**config.mk**
```make
export PLATFORM = sky130hd
export DESIGN_NAME = pipeline_hazard_ctrl_flat
export DESIGN_NICKNAME = d
export VERILOG_FILES = /design/src/rtl/pipeline_hazard_ctrl_pkg.sv /design/src/rtl/pipeline_hazard_ctrl_if.sv /design/src/rtl/pipeline_hazard_ctrl_fwd_select.sv /design/src/rtl/pipeline_hazard_ctrl.sv /design/src/flat_wrapper.sv
export SDC_FILE = /design/constraint.sdc
export NUM_CORES = 1
export LEC_CHECK = 0
export BUFFER_PORTS_ARGS = -buffer_cell sky130_fd_sc_hd__buf_2
export CORE_MARGIN = 5
export CORE_UTILIZATION = 62
export CTS_BUF_LIST = sky130_fd_sc_hd__clkbuf_4 sky130_fd_sc_hd__clkbuf_8
export CTS_CLUSTER_DIAMETER = 150
export DETAILED_ROUTE_END_ITERATION = 16
export GPL_TIMING_DRIVEN = 0
export PLACE_DENSITY = 0.88
export SETUP_SLACK_MARGIN = 0.1
export SYNTH_ARGS = -nofsm -noshare
export SYNTH_HDL_FRONTEND = slang
export SYNTH_HIERARCHICAL = 1
export SYNTH_SLANG_ARGS = --single-unit
export TNS_END_PERCENT = 5
```
**constraint.sdc**
```tcl
create_clock -name clk -period 3.5 [get_ports clk]
set_input_delay 0.175 -clock clk [delete_from_list [all_inputs] [get_ports clk]]
set_output_delay 0.175 -clock clk [all_outputs]
set_load 0.02 [all_outputs]
```
**src/rtl/pipeline_hazard_ctrl_pkg.sv**
```systemverilog
`default_nettype none
// ============================================================================
// Module : pipeline_hazard_ctrl_pkg
// Brief  : Shared types and constants for the 5-stage MIPS hazard controller:
//          FSM state encoding, forwarding-select encoding, shadow-pipe entry
//          structs and the opcode constants shared with control_unit.
// Rev    : 1.0  initial release
// ============================================================================
package pipeline_hazard_ctrl_pkg;

  typedef enum logic [1:0] {
    RUN      = 2'd0,
    LU_STALL = 2'd1,
    MEM_WAIT = 2'd2
  } state_t;

  // EX operand source select
  typedef enum logic [1:0] {
    FWD_RF    = 2'b00,
    FWD_MEMWB = 2'b01,
    FWD_EXMEM = 2'b10
  } fwd_t;

  // Opcodes shared with control_unit
  localparam logic [5:0] c_op_rtype = 6'h00;
  localparam logic [5:0] c_op_j     = 6'h02;
  localparam logic [5:0] c_op_beq   = 6'h04;
  localparam logic [5:0] c_op_bne   = 6'h05;
  localparam logic [5:0] c_op_addi  = 6'h08;
  localparam logic [5:0] c_op_lw    = 6'h23;
  localparam logic [5:0] c_op_sw    = 6'h2B;

  // Shadow of the ID-EX register: what the hazard logic needs to know
  typedef struct packed {
    logic [4:0] rs;
    logic [4:0] rt;
    logic [4:0] dest;
    logic       reg_write;
    logic       mem_read;
  } ex_entry_t;

  // Shadow of EX-MEM / MEM-WB: only the write-back identity matters
  typedef struct packed {
    logic [4:0] dest;
    logic       reg_write;
  } wb_entry_t;

endpackage
`default_nettype wire

```
**src/rtl/pipeline_hazard_ctrl_if.sv**
```systemverilog
`default_nettype none
// ============================================================================
// Module : pipeline_hazard_ctrl_if
// Brief  : Bundle between the pipeline datapath/decoder (master) and the
//          hazard controller (slave).
//   master drives : id_rs, id_rt, id_uses_rt, id_dest, id_RegWrite,
//                   id_MemRead, id_jcond, ex_branch_taken, mem_busy
//   slave drives  : pc_write, ifid_write, ifid_flush, idex_bubble,
//                   fwd_a, fwd_b, stall_count, mem_timeout_err
// Rev    : 1.0  initial release
// ============================================================================
interface pipeline_hazard_ctrl_if #(
  parameter int CNT_W = 16
);
  logic [4:0]       id_rs;
  logic [4:0]       id_rt;
  logic             id_uses_rt;
  logic [4:0]       id_dest;
  logic             id_RegWrite;
  logic             id_MemRead;
  logic             id_jcond;
  logic             ex_branch_taken;
  logic             mem_busy;

  logic             pc_write;
  logic             ifid_write;
  logic             ifid_flush;
  logic             idex_bubble;
  logic [1:0]       fwd_a;
  logic [1:0]       fwd_b;
  logic [CNT_W-1:0] stall_count;
  logic             mem_timeout_err;

  modport master (
    output id_rs, id_rt, id_uses_rt, id_dest, id_RegWrite, id_MemRead,
           id_jcond, ex_branch_taken, mem_busy,
    input  pc_write, ifid_write, ifid_flush, idex_bubble, fwd_a, fwd_b,
           stall_count, mem_timeout_err
  );

  modport slave (
    input  id_rs, id_rt, id_uses_rt, id_dest, id_RegWrite, id_MemRead,
           id_jcond, ex_branch_taken, mem_busy,
    output pc_write, ifid_write, ifid_flush, idex_bubble, fwd_a, fwd_b,
           stall_count, mem_timeout_err
  );
endinterface
`default_nettype wire

```
**src/rtl/pipeline_hazard_ctrl_fwd_select.sv**
```systemverilog
`default_nettype none
// ============================================================================
// Module : fwd_select
// Brief  : Combinational forwarding select for one EX operand.
//   src           in  5  register number the EX operand reads
//   mem_dest      in  5  destination of the instruction in MEM
//   mem_reg_write in  1  MEM instruction writes the register file
//   wb_dest       in  5  destination of the instruction in WB
//   wb_reg_write  in  1  WB instruction writes the register file
//   sel           out 2  FWD_EXMEM / FWD_MEMWB / FWD_RF
// Rev    : 1.0  initial release
// ============================================================================
module fwd_select
  import pipeline_hazard_ctrl_pkg::*;
(
  input  logic [4:0] src,
  input  logic [4:0] mem_dest,
  input  logic       mem_reg_write,
  input  logic [4:0] wb_dest,
  input  logic       wb_reg_write,
  output fwd_t       sel
);

  // MEM holds the younger result, so it wins over WB; $0 is hard-wired zero.
  always_comb begin
    sel = FWD_RF;
    if (mem_reg_write && (mem_dest != 5'd0) && (mem_dest == src)) begin
      sel = FWD_EXMEM;
    end else if (wb_reg_write && (wb_dest != 5'd0) && (wb_dest == src)) begin
      sel = FWD_MEMWB;
    end
  end

endmodule
`default_nettype wire

```
**src/rtl/pipeline_hazard_ctrl.sv**
```systemverilog
`default_nettype none
// ============================================================================
// Module : pipeline_hazard_ctrl
// Brief  : Hazard controller for the 5-stage MIPS pipeline. Keeps a shadow of
//          the EX/MEM/WB write-back identity, detects load-use hazards,
//          drives PC/IF-ID enables, IF-ID flush, ID-EX bubble and EX
//          forwarding selects, holds the pipe on data-memory wait states and
//          counts stall cycles.
//   clk    in  1  system clock, rising edge
//   reset  in  1  synchronous active-high reset
//   bus    slave modport of pipeline_hazard_ctrl_if (decoder/pipe signals in,
//          enables/flush/bubble/forward selects/counters out)
// Rev    : 1.0  initial release
// ============================================================================
module pipeline_hazard_ctrl
  import pipeline_hazard_ctrl_pkg::*;
#(
  parameter int MEM_TIMEOUT = 16,
  parameter int CNT_W       = 16
) (
  input  logic                         clk,
  input  logic                         reset,
  pipeline_hazard_ctrl_if.slave        bus
);

  localparam int               WAIT_W     = $clog2(MEM_TIMEOUT + 1);
  localparam logic [WAIT_W-1:0] c_wait_max = WAIT_W'(MEM_TIMEOUT);

  state_t            r_state, w_state_next;
  ex_entry_t         r_ex;
  wb_entry_t         r_mem, r_wb;
  logic [CNT_W-1:0]  r_stall_count;
  logic [WAIT_W-1:0] r_wait_cnt;
  logic [WAIT_W-1:0] w_wait_inc;
  logic              r_timeout_err;

  logic w_loaduse;
  logic w_pc_write, w_ifid_write, w_flush, w_bubble;
  fwd_t w_sel_a, w_sel_b;

  assign w_loaduse = r_ex.mem_read && (r_ex.dest != 5'd0) &&
                     ((r_ex.dest == bus.id_rs) ||
                      (bus.id_uses_rt && (r_ex.dest == bus.id_rt)));

  // Action priority: memory hold > taken branch > load-use > jump > run.
  // A jump colliding with a load-use is simply held in ID and seen again.
  always_comb begin
    w_pc_write   = 1'b1;
    w_ifid_write = 1'b1;
    w_flush      = 1'b0;
    w_bubble     = 1'b0;
    if (reset) begin
      // defaults: the reset cycle presents RUN outputs
    end else if (bus.mem_busy) begin
      w_pc_write   = 1'b0;
      w_ifid_write = 1'b0;
    end else if (bus.ex_branch_taken) begin
      w_flush  = 1'b1;
      w_bubble = 1'b1;
    end else if (w_loaduse) begin
      w_pc_write   = 1'b0;
      w_ifid_write = 1'b0;
      w_bubble     = 1'b1;
    end else if (bus.id_jcond) begin
      w_flush = 1'b1;
    end
  end

  always_comb begin
    w_state_next = r_state;
    unique case (r_state)
      RUN: begin
        if (bus.mem_busy) begin
          w_state_next = MEM_WAIT;
        end else if (!bus.ex_branch_taken && w_loaduse) begin
          w_state_next = LU_STALL;
        end
      end
      LU_STALL: w_state_next = bus.mem_busy ? MEM_WAIT : RUN;
      MEM_WAIT: if (!bus.mem_busy) w_state_next = RUN;
      default:  w_state_next = RUN;
    endcase
  end

  fwd_select u_fwd_a (
    .src           (r_ex.rs),
    .mem_dest      (r_mem.dest),
    .mem_reg_write (r_mem.reg_write),
    .wb_dest       (r_wb.dest),
    .wb_reg_write  (r_wb.reg_write),
    .sel           (w_sel_a)
  );

  fwd_select u_fwd_b (
    .src           (r_ex.rt),
    .mem_dest      (r_mem.dest),
    .mem_reg_write (r_mem.reg_write),
    .wb_dest       (r_wb.dest),
    .wb_reg_write  (r_wb.reg_write),
    .sel           (w_sel_b)
  );

  // Counts consecutive busy cycles, including the one that enters MEM_WAIT,
  // so MEM_TIMEOUT busy cycles in a row raise the error. Saturates at max.
  assign w_wait_inc = r_wait_cnt + 1'b1;

  always_ff @(posedge clk) begin
    if (reset) begin
      r_state       <= RUN;
      r_ex          <= '0;
      r_mem         <= '0;
      r_wb          <= '0;
      r_stall_count <= '0;
      r_wait_cnt    <= '0;
      r_timeout_err <= 1'b0;
    end else begin
      r_state <= w_state_next;

      if (!bus.mem_busy) begin
        r_wb  <= r_mem;
        r_mem <= '{dest: r_ex.dest, reg_write: r_ex.reg_write};
        if (w_bubble) begin
          r_ex <= '0;
        end else begin
          r_ex <= '{rs: bus.id_rs, rt: bus.id_rt, dest: bus.id_dest,
                    reg_write: bus.id_RegWrite, mem_read: bus.id_MemRead};
        end
      end

      if (!w_pc_write && (r_stall_count != {CNT_W{1'b1}})) begin
        r_stall_count <= r_stall_count + 1'b1;
      end

      if (bus.mem_busy) begin
        if (r_wait_cnt != c_wait_max) r_wait_cnt <= w_wait_inc;
        if (w_wait_inc >= c_wait_max) r_timeout_err <= 1'b1;
      end else begin
        r_wait_cnt <= '0;
      end
    end
  end

  assign bus.pc_write        = w_pc_write;
  assign bus.ifid_write      = w_ifid_write;
  assign bus.ifid_flush      = w_flush;
  assign bus.idex_bubble     = w_bubble;
  assign bus.fwd_a           = reset ? FWD_RF : w_sel_a;
  assign bus.fwd_b           = reset ? FWD_RF : w_sel_b;
  assign bus.stall_count     = r_stall_count;
  assign bus.mem_timeout_err = r_timeout_err;

endmodule
`default_nettype wire

```
**src/flat_wrapper.sv**
```systemverilog
// flat-port wrapper written by rule: the top's interface ports become plain ports
module pipeline_hazard_ctrl_flat import pipeline_hazard_ctrl_pkg::*;
#(
  parameter int MEM_TIMEOUT = 16,
  parameter int CNT_W       = 16
)
  (clk, reset, bus_id_rs, bus_id_rt, bus_id_uses_rt, bus_id_dest, bus_id_RegWrite, bus_id_MemRead, bus_id_jcond, bus_ex_branch_taken, bus_mem_busy, bus_pc_write, bus_ifid_write, bus_ifid_flush, bus_idex_bubble, bus_fwd_a, bus_fwd_b, bus_stall_count, bus_mem_timeout_err);
  pipeline_hazard_ctrl_if #(.CNT_W(CNT_W)) bus_i ();
  input  logic clk;
  input  logic reset;
  input wire logic [$bits(bus_i.id_rs)-1:0] bus_id_rs;
  input wire logic [$bits(bus_i.id_rt)-1:0] bus_id_rt;
  input wire logic [$bits(bus_i.id_uses_rt)-1:0] bus_id_uses_rt;
  input wire logic [$bits(bus_i.id_dest)-1:0] bus_id_dest;
  input wire logic [$bits(bus_i.id_RegWrite)-1:0] bus_id_RegWrite;
  input wire logic [$bits(bus_i.id_MemRead)-1:0] bus_id_MemRead;
  input wire logic [$bits(bus_i.id_jcond)-1:0] bus_id_jcond;
  input wire logic [$bits(bus_i.ex_branch_taken)-1:0] bus_ex_branch_taken;
  input wire logic [$bits(bus_i.mem_busy)-1:0] bus_mem_busy;
  output wire logic [$bits(bus_i.pc_write)-1:0] bus_pc_write;
  output wire logic [$bits(bus_i.ifid_write)-1:0] bus_ifid_write;
  output wire logic [$bits(bus_i.ifid_flush)-1:0] bus_ifid_flush;
  output wire logic [$bits(bus_i.idex_bubble)-1:0] bus_idex_bubble;
  output wire logic [$bits(bus_i.fwd_a)-1:0] bus_fwd_a;
  output wire logic [$bits(bus_i.fwd_b)-1:0] bus_fwd_b;
  output wire logic [$bits(bus_i.stall_count)-1:0] bus_stall_count;
  output wire logic [$bits(bus_i.mem_timeout_err)-1:0] bus_mem_timeout_err;
  assign bus_i.id_rs = bus_id_rs;
  assign bus_i.id_rt = bus_id_rt;
  assign bus_i.id_uses_rt = bus_id_uses_rt;
  assign bus_i.id_dest = bus_id_dest;
  assign bus_i.id_RegWrite = bus_id_RegWrite;
  assign bus_i.id_MemRead = bus_id_MemRead;
  assign bus_i.id_jcond = bus_id_jcond;
  assign bus_i.ex_branch_taken = bus_ex_branch_taken;
  assign bus_i.mem_busy = bus_mem_busy;
  assign bus_pc_write = bus_i.pc_write;
  assign bus_ifid_write = bus_i.ifid_write;
  assign bus_ifid_flush = bus_i.ifid_flush;
  assign bus_idex_bubble = bus_i.idex_bubble;
  assign bus_fwd_a = bus_i.fwd_a;
  assign bus_fwd_b = bus_i.fwd_b;
  assign bus_stall_count = bus_i.stall_count;
  assign bus_mem_timeout_err = bus_i.mem_timeout_err;
  pipeline_hazard_ctrl #(.MEM_TIMEOUT(MEM_TIMEOUT), .CNT_W(CNT_W)) u_core (.clk(clk), .reset(reset), .bus(bus_i));
endmodule
```
==> results of run 1 <==
how the worst min path moves through the flow:
stage | endpoint | slack (ns) | startpoint | cells after the start
detailed placement | u_core/r_ex[5] | 0.39 | bus_id_dest[3] | 2
floorplan | u_core/r_ex[2] | 0.30 | bus_id_dest[0] | 1
finish | u_core/r_ex[2] | 0.07 | bus_id_dest[0] | 2
global route | u_core/r_ex[2] | 0.06 | bus_id_dest[0] | 2
global placement | u_core/r_ex[2] | 0.38 | bus_id_dest[0] | 2
CTS | u_core/r_ex[5] | 0.06 | bus_id_dest[3] | 2
cell families after synthesis:
logic type | count (synthesis) | synth area share [%]
AOI/OAI and AO/OA | 58 | 18.46
adders and majority gates | 3 | 1.473
buffers and inverters | 19 | 3.878
xor gates and xnor gates | 31 | 10.65
and+or+nand+nor | 95 | 19.98
muxes | 14 | 5.498
DFF | 51 | 40.06
state kept, by name, indices dropped and copies added (netlist names):
register                    count
u_core/bus.mem_timeout_err      1
u_core/bus.stall_count         16
u_core/r_ex                    17
u_core/r_mem                    6
u_core/r_wait_cnt               5
u_core/r_wb                     6
cell usage after synthesis, types with 3 or more instances:
cell | n | area (um2)
a22o_2 | 10 | 100.1
inv_1 | 6 | 22.52
dfxtp_1 | 51 | 1021
and3_1 | 3 | 18.77
a22o_1 | 7 | 61.31
nor2b_1 | 6 | 37.54
or4_1 | 3 | 22.52
xnor2_1 | 22 | 192.7
nor4_1 | 5 | 31.28
a21oi_1 | 11 | 55.05
nor3_1 | 5 | 25.02
nand3_1 | 12 | 60.06
buf_6 | 3 | 33.78
o31ai_1 | 4 | 30.03
buf_1 | 3 | 11.26
xor2_1 | 9 | 78.83
o21ai_0 | 6 | 30.03
mux2i_1 | 14 | 140.1
clkbuf_1 | 5 | 18.77
or3_1 | 7 | 43.79
nor2_1 | 27 | 101.4
nand2_1 | 13 | 48.80
nand4_1 | 7 | 43.79
ha_1 | 3 | 37.54
metal layers:
layer | part of all wire, % | track usage [%] | wire length, um | up-vias
met5 | 0 | 0 | 0 | -
met3 | 6.8 | 4.595 | 397 | 6
met2 | 48 | 37.40 | 2763 | 73
met1 | 45 | 28.39 | 2591 | 1046
li1 | - | - | - | 1095
met4 | 0.93 | 7.646 | 54 | 0
metrics by stage:
stage          cells  hold slack [ns]
2_1_floorplan    271           0.3007
3_3_place_gp     366           0.3837
3_5_place_dp     366           0.3861
4_1_cts          374          0.06296
5_1_grt          374          0.06433
6_report         374          0.07130
cell usage in the layout, fill, tap and decap left out, drive strengths merged:
cell type	instances
a21o	2
nor2	27
bufinv	1
dfxtp	51
nand2	13
mux2i	14
nand3	12
nand4	7
a22o	17
o211ai	2
nor2b	6
a21oi	12
or3	7
nand2b	2
a211oi	4
nor3	7
xnor2	22
o22ai	1
a221oi	1
and3	3
o21ai	7
ha	3
o311ai	2
inv	6
nor4	7
nor4bb	1
o21a	1
clkbuf	10
buf	53
o31ai	4
or4	3
o31a	1
xor2	9
o41ai	4
clkinv	2
power by group:
group | total (uW) | leakage, uW | internal [uW] | switching, uW
clock | 416 | 0.0000581 | 213 | 203
sequential | 611 | 0.000413 | 592 | 18.7
combinational | 117 | 0.000714 | 53.9 | 63.3
cell type report:
class                      count  area, um2  share of cell area (%)
clock inverter                 3      43.79                   1.485
timing repair buffer          45      225.2                   7.637
sequential                    51       1021                   34.62
buffer                        13      76.32                   2.588
inverter                       6      22.52                  0.7637
clock buffer                   5      68.82                   2.333
tap                           50      62.56                   2.121
multi-input combinational    201       1429                   48.45
==> impl_metrics.env, run 1 <==
export IMPL_die_h_um=74.12
export IMPL_num_vias=2220
export IMPL_grt_usage_pct=22.26
export IMPL_drcViolationCount=0
export IMPL_synth_cell_types=44
export IMPL_dp_hpwl_um=4260
export IMPL_r2r_slack_ns=1.20
export IMPL_p_leak_uw=0.001185
export IMPL_setup_violations=0
export IMPL_postLayoutCoreUtil_pct=73.73
export IMPL_vdd_drop_max_mv=0.3235
export IMPL_rsz0062_at_grt="false"
export IMPL_cts_tree="done"
export IMPL_netlist_area_um2=2549
export IMPL_synthArstFlopShare_pct=0
export IMPL_slowest_stage="nor2b_1"
export IMPL_drt_iter0_markers=220
export IMPL_port_buffers=45
export IMPL_h_tree_depth=2
export IMPL_place_ws_ns=1.237
export IMPL_hold_class="primary input to flop"
export IMPL_synthCells=271
export IMPL_core_um2=4000
export IMPL_avgSynthCellArea_um2=9.405
export IMPL_ys_seq_area_share_pct=40.06
export IMPL_worstMarginPinSlew_ns=0.7027
export IMPL_worstSetupPathType="flop to primary output"
export IMPL_ctsHoldBuffers=0
export IMPL_cts_path_max_buffers=2
export IMPL_start_util_pct=63.72
export IMPL_path_max_fanout=6
export IMPL_total_power_uw=1144
export IMPL_fin_skew_ns=0.01305
export IMPL_overflow=0
export IMPL_layout_min_cycle_time_ns=2.568
export IMPL_cp_top_family="simple AND/OR/NAND/NOR gates"
export IMPL_drive_above_1_share_pct=24.07
export IMPL_post_cts_buffers=0
export IMPL_clock_fmax_mhz=389.4
export IMPL_maxCapViolCount=0
export IMPL_maxSlewHeadroom_pct=53.15
export IMPL_clkSlewWorstSetupHoldPaths_ns=0.09
export IMPL_reg2reg_depth=8
export IMPL_path_cells="xnor2_1 > nand3_1 > o22ai_1 > nor2b_1 > a21oi_1 > buf_4 > buf_2"
export IMPL_crit_buf_inv=2
export IMPL_cts_resized=0
export IMPL_ys_seq_elements=51
export IMPL_yosysWarnings=6
export IMPL_grt_pass1_vias=2080
export IMPL_crit_path_end_kind="primary output"
export IMPL_synth_enable_flop_cells=0
export IMPL_grt_pass1_wl_um=9542
export IMPL_synthesis_nets=297
export IMPL_antenna_found_initial=0
export IMPL_synth_ff_type="dfxtp_1"
export IMPL_fill_cells=299
export IMPL_cts_buffers=5
export IMPL_clkLatencyLatePin_ns=0.31
export IMPL_fp_dieArea_um2=5493
export IMPL_min_period_over_period_pct=73.37
export IMPL_slew_viol_final=0
export IMPL_crit_start="u_core/r_ex[2]"
export IMPL_clock_sinks=51
export IMPL_fin_setup_tns_ns=0
export IMPL_status="completed"
export IMPL_clockRootBuffer="clkbuf_8"
export IMPL_worst_path_stages=7
export IMPL_die_x_um=74.12
export IMPL_grt_max_degree=17
export IMPL_power_density_nw_per_um2=388.0
export IMPL_wire_per_inst_um=15.53
export IMPL_slowest_delay_ns=0.50
export IMPL_arrival_ns=2.39
export IMPL_ant_nets=0
export IMPL_layout_setup_ws_ns=0.9319
export IMPL_crit_end="bus_pc_write"
export IMPL_layout_nets=349
export IMPL_r2r_end="u_core/bus.stall_count[1]"
export IMPL_hold_viol_final=0
export IMPL_cp_start_kind="flop"
export IMPL_r2r_start="u_core/bus.stall_count[0]"
export IMPL_place_congestion=0.8851
export IMPL_rows=23
export IMPL_via_per_inst=5.936
export IMPL_pin_count=48
export IMPL_firstDrtPassIters=4
export IMPL_placed_area_um2=2836
export IMPL_area_growth_pct=15.71
export IMPL_n_antenna_cell=0
export IMPL_worstPathRequired_ns=3.32
export IMPL_stdcell_area_um2=2949
export IMPL_wl_um=5807
Note: power is estimated with default switching activity, not from simulation.
==> run 2, diff against run 1 <==
Settings changed: CORE_UTILIZATION 62 to 57, PLACE_DENSITY 0.88 to 0.82.
Clock period 3.5 ns to 2.6 ns, I/O delays scaled along.
==> impl_metrics.env, run 2 (synthesized netlist as in run 1, its figures left out) <==
export IMPL_core_um2=4354
export IMPL_min_period_over_period_pct=88.75
export IMPL_crit_buf_inv=1
export IMPL_final_common_cell="dfxtp_1"
export IMPL_clock_sinks=51
export IMPL_p_leak_uw=0.001196
export IMPL_maxCapViolCount=0
export IMPL_layout_nets=349
export IMPL_ctsHoldBuffers=0
export IMPL_slew_viol_final=0
export IMPL_slowest_delay_ns=0.43
export IMPL_path_cells="ha_1 > nand3_1 > nor4_1 > nor4_2 > a21oi_4 > buf_6 > mux2i_1 > nor2_1"
export IMPL_largest_reg_flops=17
export IMPL_port_buffers=45
export IMPL_cts_path_max_buffers=2
export IMPL_path_max_fanout=10
export IMPL_instances_no_fill=376
export IMPL_via_per_inst=5.880
export IMPL_post_cts_buffers=0
export IMPL_clock_fmax_mhz=433.4
export IMPL_worstPathRequired_ns=2.79
export IMPL_cp_top_family="simple AND/OR/NAND/NOR gates"
export IMPL_fin_setup_tns_ns=0
export IMPL_clockRootBuffer="clkbuf_8"
export IMPL_dp_cells=368
export IMPL_worstMarginPinSlew_ns=0.7252
export IMPL_rsz0062_at_grt="false"
export IMPL_fin_skew_ns=0.009242
export IMPL_cts_tree="done"
export IMPL_die_h_um=76.87
export IMPL_dp_hpwl_um=4417
export IMPL_drive_above_1_share_pct=24.38
export IMPL_status="completed"
export IMPL_wl_um=6001
export IMPL_fill_cells=343
export IMPL_worstSetupPathType="flop to flop"
export IMPL_slowest_stage="dfxtp_1"
export IMPL_drcViolationCount=0
export IMPL_hold_class="primary input to flop"
export IMPL_pin_count=48
export IMPL_setup_violations=0
export IMPL_layout_common_cells="dfxtp_1 (51), buf_2 (46), nor2_1 (27), xnor2_1 (22), mux2i_1 (14)"
export IMPL_cp_start_kind="flop"
export IMPL_overflow=0
export IMPL_grt_usage_pct=20.60
export IMPL_maxSlewHeadroom_pct=51.66
export IMPL_drt_iter0_markers=151
export IMPL_layout_min_cycle_time_ns=2.307
export IMPL_clkLatencyLatePin_ns=0.31
export IMPL_fp_dieArea_um2=5909
export IMPL_grt_pass1_vias=2158
export IMPL_rows=24
export IMPL_total_power_uw=1643
export IMPL_n_antenna_cell=0
export IMPL_firstDrtPassIters=4
export IMPL_num_vias=2211
export IMPL_wire_per_inst_um=15.96
export IMPL_power_density_nw_per_um2=550.9
export IMPL_place_congestion=0.8454
export IMPL_grt_max_degree=16
export IMPL_hold_viol_final=0
export IMPL_ant_nets=0
export IMPL_area_growth_pct=17.03
export IMPL_crit_path_end_kind="flop"
export IMPL_grt_pass1_wl_um=10250
export IMPL_postLayoutCoreUtil_pct=68.51
export IMPL_h_tree_depth=2
export IMPL_antenna_found_initial=0
export IMPL_start_util_pct=58.53
export IMPL_die_x_um=76.87
export IMPL_cts_buffers=5
export IMPL_vdd_drop_max_mv=0.3485
export IMPL_largest_register="u_core/r_ex"
export IMPL_arrival_ns=2.50
export IMPL_clkSlewWorstSetupHoldPaths_ns=0.09
## run 2: cell count changes in the layout (fill, tap and decap cells not counted)
cell,previous run,this run
bufinv_16,1,2
clkbuf_4,0,1
clkinv_2,1,0
clkinv_4,1,0
nor2b_1,6,5
nor2b_4,0,1
## run 2: final cells by class
cell class              instances  area [um2]  share of cell area, %
plain buffers                  13       76.32                  2.559
multi-input cells             201        1436                  48.15
flip-flops and latches         51        1021                  34.23
clock inverters                 2       60.06                  2.013
clock buffers                   6       76.32                  2.559
inverters                       6       22.52                 0.7550
well taps                      52       65.06                  2.181
repair buffers                 45       225.2                  7.550
## run 2: path summary, 6_finish.rpt
path         slack [ns]                          to                       start  depth (start not counted)
min                0.03              u_core/r_ex[5]              bus_id_dest[3]                          2
min reg2reg        0.46  u_core/bus.mem_timeout_err  u_core/bus.mem_timeout_err                          1
max reg2reg        0.29   u_core/bus.stall_count[1]   u_core/bus.stall_count[0]                          8
max                0.29   u_core/bus.stall_count[1]   u_core/bus.stall_count[0]                          8
## run 2: power by group
group	internal, uW	switching (uW)
registers	797	26.0
clock network	395	266
logic	73.0	86.4
total	1270	378
## run 2: per-stage QoR
step | setup WS, ns | area, um2 | hold WS, ns
finish | 0.2926 | 2983 | 0.02849
global route | 0.1027 | 2983 | 0.02821
CTS | 0.2025 | 2978 | 0.02181
detailed placement | 0.3249 | 2839 | 0.3441
global placement | 0.3654 | 2839 | 0.3391
floorplan | 0.6022 | 2549 | 0.2557
## run 2: what timing repair did
item                       in CTS  in global routing
resized for setup               1                  1
hold endpoints to repair        0                  0
setup endpoints to repair       1                  1
cloned                          0                  0
## run 2: worst reg2reg max path, cell delays in order (launching register included)
cell and delay (ns):
dfxtp_1 0.43, ha_1 0.35, nand3_1 0.12, nor4_1 0.42, nor4_2 0.11, a21oi_4 0.34
buf_6 0.20, mux2i_1 0.18, nor2_1 0.05
## run 2: per-layer routing
layer	wire, um	vias to the layer above	part of all wire, %	global-route usage (%)
met5	0	-	0	0
met4	75	0	1.2	6.294
met3	309	10	5.1	4.567
met2	2925	63	49	33.70
met1	2691	1038	45	26.90
li1	-	1100	-	-
==> run 3, diff against run 2 <==
Settings changed: CORE_UTILIZATION 57 to 52, GPL_TIMING_DRIVEN 0 to not set, PLACE_DENSITY 0.82 to 0.79.
Clock period 2.6 ns to 1.91 ns, I/O delays scaled along.
==> impl_metrics.env, run 3 (synthesized netlist as in run 1, its figures left out) <==
export IMPL_status="finished with violations"
export IMPL_violations="negative setup slack"
export IMPL_antenna_found_initial=0
export IMPL_slowest_delay_ns=0.55
export IMPL_clkSlewWorstSetupHoldPaths_ns=0.10
export IMPL_num_vias=2345
export IMPL_cts_tree="done"
export IMPL_drive_above_1_share_pct=34.20
export IMPL_rows=25
export IMPL_hold_class="primary input to flop"
export IMPL_reg2reg_depth=9
export IMPL_vdd_drop_max_mv=0.4754
export IMPL_p_leak_uw=0.001340
export IMPL_power_density_nw_per_um2=654.1
export IMPL_h_tree_depth=2
export IMPL_layout_nets=370
export IMPL_grt_usage_pct=20.76
export IMPL_dp_cells=393
export IMPL_port_buffers=47
export IMPL_fin_setup_tns_ns=-1.906
export IMPL_layout_setup_ws_ns=-0.2020
export IMPL_grt_max_degree=29
export IMPL_fill_cells=374
export IMPL_firstDrtPassIters=4
export IMPL_wl_um=6489
export IMPL_wire_per_inst_um=15.75
export IMPL_layout_common_cells="buf_2 (42), dfxtp_1 (42), buf_4 (27), nor2_1 (27), xnor2_1 (22)"
export IMPL_worstSetupPathType="flop to primary output"
export IMPL_fp_dieArea_um2=6402
export IMPL_path_max_fanout=4
export IMPL_core_um2=4755
export IMPL_arrival_ns=2.02
export IMPL_slowest_stage="or4_4"
export IMPL_setup_violations=20
export IMPL_dp_hpwl_um=4485
export IMPL_fin_skew_ns=0.009366
export IMPL_cts_buffers=5
export IMPL_instances_no_fill=412
export IMPL_worstPathRequired_ns=1.81
export IMPL_hold_viol_final=0
export IMPL_whs_path_depth=2
export IMPL_maxCapViolCount=0
export IMPL_clock_sinks=51
export IMPL_grt_pass1_vias=2195
export IMPL_drt_iter0_markers=136
export IMPL_rsz0062_at_grt="true"
export IMPL_overflow=0
export IMPL_die_x_um=80.01
export IMPL_via_per_inst=5.692
export IMPL_layout_min_cycle_time_ns=2.112
export IMPL_drcViolationCount=0
export IMPL_start_util_pct=53.61
export IMPL_maxSlewHeadroom_pct=51.93
export IMPL_clkLatencyLatePin_ns=0.31
export IMPL_n_antenna_cell=0
export IMPL_worstMarginPinSlew_ns=0.7114
export IMPL_clockRootBuffer="clkbuf_8"
export IMPL_grt_pass1_wl_um=10490
export IMPL_cts_path_max_buffers=2
export IMPL_slew_viol_final=0
export IMPL_cp_start_kind="flop"
export IMPL_path_cells="or4_4 > o21ai_4 > nor2b_4 > nand2b_4 > a211oi_4 > buf_6"
export IMPL_place_congestion=0.8685
export IMPL_area_growth_pct=30.39
export IMPL_min_period_over_period_pct=110.6
export IMPL_ant_nets=0
export IMPL_die_h_um=80.01
export IMPL_crit_path_end_kind="primary output"
export IMPL_clock_fmax_mhz=473.5
export IMPL_pin_count=48
export IMPL_largest_register="u_core/r_ex"
export IMPL_largest_reg_flops=17
## run 3: changes by cell type in the layout (fill, tap and decap cells not counted), sizes merged
cell and change:
bufinv -1, clkbuf -6, inv +1, dlygate4sd3 +7
clkinv +1, buf +19
## run 3: stage by stage
step	worst slack [ns]	utilization [%]	power (uW)	cell area, um2	hold slack (ns)
5_1_grt	-0.2636	69.89	2248	3323	0.01964
6_report	-0.2020	69.89	2174	3323	0.02311
3_5_place_dp	-0.05023	62.53	1367	2973	0.3083
3_3_place_gp	-0.01093	62.53	1361	2973	0.3049
2_1_floorplan	-0.01196	-	1287	2560	0.2212
4_1_cts	-0.1801	67.92	2168	3229	0.009858
## run 3: final timing paths
path / end / from / slack, ns
setup / recovery: bus_ifid_flush / u_core/r_ex[3] / -0.20
hold reg to reg: u_core/bus.mem_timeout_err / u_core/bus.mem_timeout_err / 0.46
setup reg to reg: u_core/bus.stall_count[14] / u_core/r_ex[3] / -0.14
hold / removal: u_core/r_ex[8] / bus_id_rt[1] / 0.02
## run 3: what timing repair did
item / in CTS / in global routing
endpoints found under the hold margin: 7 / 0
pin swaps: 4 / 11
buffers inserted: 2 / 2
endpoints found under the setup margin: 39 / 41
cloned: 0 / 0
gates resized for setup: 18 / 21
hold buffers: 7 / 0
## run 3: cell type report
class | count | area (um2) | area share, %
clock inverter | 3 | 47.55 | 1.431
timing repair buffer | 79 | 525.5 | 15.81
sequential | 51 | 1045 | 31.44
inverter | 6 | 22.52 | 0.6777
tap | 67 | 83.83 | 2.523
multi-input combinational | 201 | 1530 | 46.05
clock buffer | 5 | 68.82 | 2.071
## run 3: critical path: cells and delay by family, from the launching register on
family                 cells  cell delay (ns)
flip-flops                 1             0.37
AND/OR/NAND/NOR            3             0.75
buffers and inverters      1             0.15
AO/OA/AOI/OAI              2             0.43
## run 3: report_power, final
part / switching, uW / internal, uW
Combinational: 137 / 130
Clock: 394 / 398
Sequential: 33.3 / 1080
## run 3: per-layer routing
| layer | part of all wire (%) | vias up | wire [um] | global-route usage, % |
|---|---|---|---|---|
| met3 | 6.3 | 10 | 410 | 5.192 |
| met1 | 42 | 1138 | 2723 | 25.09 |
| li1 | - | 1136 | - | - |
| met2 | 50 | 61 | 3268 | 35.60 |
| met5 | 0 | - | 0 | 0 |
| met4 | 1.3 | 0 | 86 | 7.095 |
